<file path="config.mk">
export PLATFORM = sky130hd
export DESIGN_NAME = fifo_check_arbiter
export DESIGN_NICKNAME = d
export VERILOG_FILES = /design/src/rtl/fifo_check_arbiter.sv
export SDC_FILE = /design/constraint.sdc
export NUM_CORES = 1
export LEC_CHECK = 0
export BUFFER_PORTS_ARGS = -buffer_cell sky130_fd_sc_hd__buf_2
export CAP_MARGIN = 20
export CORE_MARGIN = 1
export CORE_UTILIZATION = 30
export CTS_BUF_LIST = sky130_fd_sc_hd__clkbuf_8 sky130_fd_sc_hd__clkbuf_16
export DETAILED_ROUTE_END_ITERATION = 12
export PLACE_DENSITY = 0.64
export SYNTH_ARGS = -nofsm -noshare
export SYNTH_HDL_FRONTEND = slang
export SYNTH_SLANG_ARGS = --single-unit
</file>
<file path="constraint.sdc">
create_clock -name clk -period 1.9 [get_ports clk]
set_input_delay 0.095 -clock clk [delete_from_list [all_inputs] [get_ports clk]]
set_output_delay 0.095 -clock clk [all_outputs]
set_load 0.02 [all_outputs]
</file>
<file path="src/rtl/fifo_check_arbiter.sv">
// ============================================================================
// fifo_check_arbiter : round-robin arbiter for the line-buffer FIFO check port
// Revision 1.0
// ============================================================================
`default_nettype none

module fifo_check_arbiter #(
   parameter int NUM_REQ        = 4,
   parameter int DATA_WIDTH     = 32,
   parameter int TIMEOUT_CYCLES = 64,
   parameter int TO_WIDTH       = 7
) (
   input  logic                          clk,
   input  logic                          rst,
   input  logic [NUM_REQ-1:0]            req_i,
   input  logic [NUM_REQ*DATA_WIDTH-1:0] req_dat_i,
   output logic [NUM_REQ-1:0]            gnt_o,
   output logic                          done_o,
   output logic                          hit_o,
   output logic                          busy_o,
   output logic                          timeout_err_o,
   input  logic                          ff_empty_i,
   output logic                          ff_check_req_o,
   output logic [DATA_WIDTH-1:0]         ff_check_dat_o,
   input  logic                          ff_check_res_i,
   input  logic                          ff_check_vld_i
);

   localparam int IDX_W = (NUM_REQ > 1) ? $clog2(NUM_REQ) : 1;

   typedef enum logic [1:0] {
      S_IDLE  = 2'd0,
      S_ISSUE = 2'd1,
      S_WAIT  = 2'd2,
      S_RESP  = 2'd3
   } state_t;

   state_t                state_q, state_d;
   logic [NUM_REQ-1:0]    gnt_q, gnt_d;
   logic                  hit_q, hit_d;
   logic                  terr_q, terr_d;
   logic [TO_WIDTH-1:0]   cnt_q, cnt_d;
   logic [IDX_W-1:0]      last_q, last_d;
   logic [DATA_WIDTH-1:0] dat_q, dat_d;

   logic [DATA_WIDTH-1:0] w_dat [NUM_REQ];
   logic                  w_win_vld;
   logic [IDX_W-1:0]      w_win_idx;

   generate
      for (genvar g = 0; g < NUM_REQ; g++) begin : g_unpack
         assign w_dat[g] = req_dat_i[g*DATA_WIDTH +: DATA_WIDTH];
      end
   endgenerate

   // Search upward from the requester after the last winner, wrapping once.
   always_comb begin
      int k;
      w_win_vld = 1'b0;
      w_win_idx = '0;
      k         = 0;
      for (int i = 0; i < NUM_REQ; i++) begin
         k = (int'(last_q) + 1 + i) % NUM_REQ;
         if (!w_win_vld && req_i[IDX_W'(k)]) begin
            w_win_vld = 1'b1;
            w_win_idx = IDX_W'(k);
         end
      end
   end

   always_comb begin
      state_d = state_q;
      gnt_d   = gnt_q;
      hit_d   = hit_q;
      terr_d  = terr_q;
      cnt_d   = cnt_q;
      last_d  = last_q;
      dat_d   = dat_q;
      case (state_q)
         S_IDLE: begin
            if (w_win_vld) begin
               gnt_d   = NUM_REQ'(1) << w_win_idx;
               dat_d   = w_dat[w_win_idx];
               last_d  = w_win_idx;
               hit_d   = 1'b0;
               state_d = ff_empty_i ? S_RESP : S_ISSUE;
            end
         end
         S_ISSUE: begin
            cnt_d   = '0;
            state_d = S_WAIT;
         end
         S_WAIT: begin
            // A valid response in the last allowed cycle beats the timeout.
            if (ff_check_vld_i) begin
               hit_d   = ff_check_res_i;
               state_d = S_RESP;
            end else if (cnt_q == TO_WIDTH'(TIMEOUT_CYCLES - 1)) begin
               hit_d   = 1'b0;
               terr_d  = 1'b1;
               state_d = S_RESP;
            end else begin
               cnt_d = cnt_q + TO_WIDTH'(1);
            end
         end
         S_RESP: begin
            gnt_d   = '0;
            state_d = S_IDLE;
         end
         default: state_d = S_IDLE;
      endcase
   end

   always_ff @(posedge clk or posedge rst) begin
      if (rst) begin
         state_q <= S_IDLE;
         gnt_q   <= '0;
         hit_q   <= 1'b0;
         terr_q  <= 1'b0;
         cnt_q   <= '0;
         last_q  <= IDX_W'(NUM_REQ - 1);
         dat_q   <= '0;
      end else begin
         state_q <= state_d;
         gnt_q   <= gnt_d;
         hit_q   <= hit_d;
         terr_q  <= terr_d;
         cnt_q   <= cnt_d;
         last_q  <= last_d;
         dat_q   <= dat_d;
      end
   end

   assign gnt_o          = gnt_q;
   assign done_o         = (state_q == S_RESP);
   assign hit_o          = hit_q;
   assign busy_o         = (state_q != S_IDLE);
   assign timeout_err_o  = terr_q;
   assign ff_check_req_o = (state_q == S_ISSUE);
   assign ff_check_dat_o = dat_q;

endmodule

`default_nettype wire

</file>
==> flow_metrics.tcl <==
set metrics [dict create \
    powerDensity_mw_per_mm2 1510 \
    cts.sinks 49 \
    dp_hpwl_mm 7.38 \
    status "complete, no violations" \
    yosys.area.top_type "dfrtp_1" \
    dp_cells 639 \
    die_h_um 106 \
    yosys-top-cells-count "dfrtp_1 (47), nor2_1 (40), o21ai_0 (38)" \
    setup_tns_ns 0 \
    rsz0062_at_grt "no" \
    power.total_mw 6.74 \
    fmax_mhz 565 \
    drv_slew 0 \
    finalCritPeriodShare_pct 93.2 \
    grt_max_degree 44 \
    hp-class "primary input to register" \
    finalNonFillerCells 648 \
    wl_mm 9.86 \
    coreArea_sq_mm 0.0104 \
    grt_pass1_wl_mm 15.7 \
    initial_utilization_pct 31.1 \
    cap_violations 0 \
    nFillCells 1035 \
    critPathBufInv 1 \
    p_sw_share_pct 46.4 \
    relSlewSlack_pct 63.4 \
    die_width_um 106 \
    hold_violations 0 \
    gr-total-overflow 0 \
    synth_cells 337 \
    cts_setup_buffers 0 \
    cp_cell_sequence "nand2b_1, a21oi_2, o221ai_4, buf_4, mux2i_1, o22ai_1" \
    p_sw_mw 3.13 \
    path_class "register to register" \
    drtIter0Drc 178 \
    dpl_cell_area_sq_mm 0.00432 \
    synth_edf_count 0 \
    drt_pre_antenna_iters 4 \
    clk_pin_slew_ns 0.10 \
    synthTopCellsByArea "dfrtp_1 (36%), mux2i_1 (11%), o22ai_1 (6.6%)" \
    yosysTopAreaCellShare_pct 36.3 \
    p_int_mw 3.61 \
    fin_util_pct 42.8 \
    worst_pin_slew_ns 0.544 \
    wl_per_cell_um 15.2 \
    cp.arrival_ns 1.96 \
    ys_types 45 \
    final.min_clock_period_ns 1.77 \
    final_area_sq_mm 0.00446 \
    slowest_delay_ns 0.61 \
    nets 654 \
    setup_violations 0 \
    async_flop_share_pct 100 \
    finClkSkew_ns 0.0172 \
    syn_nets 480 \
    gp_congestion 0.815 \
    synth_flop_cell "dfrtp_1" \
    p_clk_share_pct 11.3 \
    ant_nets 0 \
    syn_avg_cell_area_sq_um 9.61 \
    drive_gt1_share_pct 44.7 \
    cts_tree "built" \
    grt_pass1_vias 3218 \
    cp.required_ns 2.09 \
    antenna_found_initial 0 \
    path_max_fanout 9 \
    drc 0 \
    synth_seq_cells 49 \
    grt_usage_pct 17.4 \
    clockBufferDepth 2 \
    area_growth_pct 37.8 \
    p_seq_share_pct 27.3 \
    num_antenna_cells 0 \
    cts_root_buf "clkbuf_8" \
    yosysMostFrequentCell "dfrtp_1" \
    row_count 37 \
    clk_latency_ns 0.31 \
    yosys_warnings 0 \
    io_buffer_count 177 \
    io_pins 178 \
    pwr-share-comb_pct 61.4 \
    die_area_sq_mm 0.0112 \
    critPathCaptureType "register" \
    critical-path-top-delay-family "flip-flops" \
    vdd_drop_max_mv 0.497 \
    viasPerCell 5.18 \
    synth.cell_area_sq_mm 0.00324 \
    htree_num_levels 2 \
    slowest_stage "dfstp_2" \
    ys_seq_area_share_pct 37.9 \
    p_leak_nw 2.13 \
    cp-start-kind "register" \
    cts_made_buffers 5 \
    vias 3354 \
]
[routing by layer]
metal  share of wire [%]  global-route usage, %
met2                  50                   31.2
met1                  44                   21.8
met5                   0                      0
met3                 4.7                   2.70
met4                0.60                   4.27
[through the flow]
| step | setup slack (ns) | hold WS [ns] |
|---|---|---|
| after floorplan | 0.117 | 0.239 |
| after global placement | 0.130 | 0.128 |
| after detailed placement | 0.0807 | 0.133 |
| after CTS | 0.0614 | 0.0683 |
| after global routing | 0.00152 | 0.0733 |
| final | 0.129 | 0.0725 |
[sequential cells by signal (all words and copies together), names as in the netlist]
| register | cells |
|---|---|
| hit_o | 1 |
| timeout_err_o | 1 |
| last_q | 2 |
| ff_check_dat_o | 32 |
| state_q | 2 |
| cnt_q | 7 |
| gnt_o | 4 |
[power groups by stage]
stage	clock, mW	combinational, mW	sequential, mW
finish	0.765	4.14	1.84
global route	0.821	4.54	1.91
CTS	0.780	4.15	1.84
detailed placement	0	4.14	1.85
global placement	0	4.07	1.83
floorplan	0	2.49	2.19
[placed cells by master (no fill, tap or decap), drive strengths merged, types with 2 or more instances in the layout]
cell and count:
inv 9, nor2b 3, nand3 3, xor2 2
nand4 2, dfstp 2, dfrtp 47, mux2i 34
o31ai 2, ha 6, a211oi 2, nand2b 3
o21ai 45, a221oi 32, a21oi 3, o311ai 2
o22ai 34, nor2 40, nand2 20, nor3 2
buf 195, a32o 3, clkbuf 5
[worst register-to-register path: stages (launching register included)]
cell and delay (ns):
dfstp_2 0.61, nand2b_1 0.14, a21oi_2 0.07, o221ai_4 0.24, buf_4 0.26, mux2i_1 0.24
o22ai_1 0.10
[final timing paths]
| kind | startpoint | endpoint | slack (ns) | depth (start not counted) |
|---|---|---|---|---|
| worst max-delay path | last_q[1] | ff_check_dat_o[19] | 0.13 | 6 |
| worst max register to register | last_q[1] | ff_check_dat_o[19] | 0.13 | 6 |
| min in group asynchronous | rst | ff_check_dat_o[3] | 0.34 | 3 |
| worst min-delay path | ff_check_res_i | hit_o | 0.07 | 3 |
| worst min register to register | timeout_err_o | timeout_err_o | 0.47 | 1 |
| max in group asynchronous | rst | last_q[0] | 0.96 | 4 |
[cell families after synthesis]
group,synth area share (%)
AO/OA/AOI/OAI,31.1
XOR/XNOR,0.541
adder cells (fa/ha/maj),2.32
buffers and inverters,7.45
flip-flops,37.9
multiplexers,10.5
AND/OR/NAND/NOR,10.1
[repair_timing]
action | in CTS | in global routing
hold endpoints to repair | 19 | 0
endpoints found under the setup margin | 0 | 6
hold buffers | 1 | 0
gates resized for setup | 0 | 4
[cell type report]
cell class / count / area (sq um) / area share (%)
Tap cell: 136 / 170 / 3.81
Clock inverter: 3 / 42.5 / 0.953
Multi-Input combinational cell: 251 / 1800 / 40.4
Sequential cell: 49 / 1230 / 27.5
Clock buffer: 5 / 68.8 / 1.54
Timing Repair Buffer: 196 / 1120 / 25.1
Inverter: 8 / 30.0 / 0.673
Note: power is estimated with default switching activity, not from simulation.
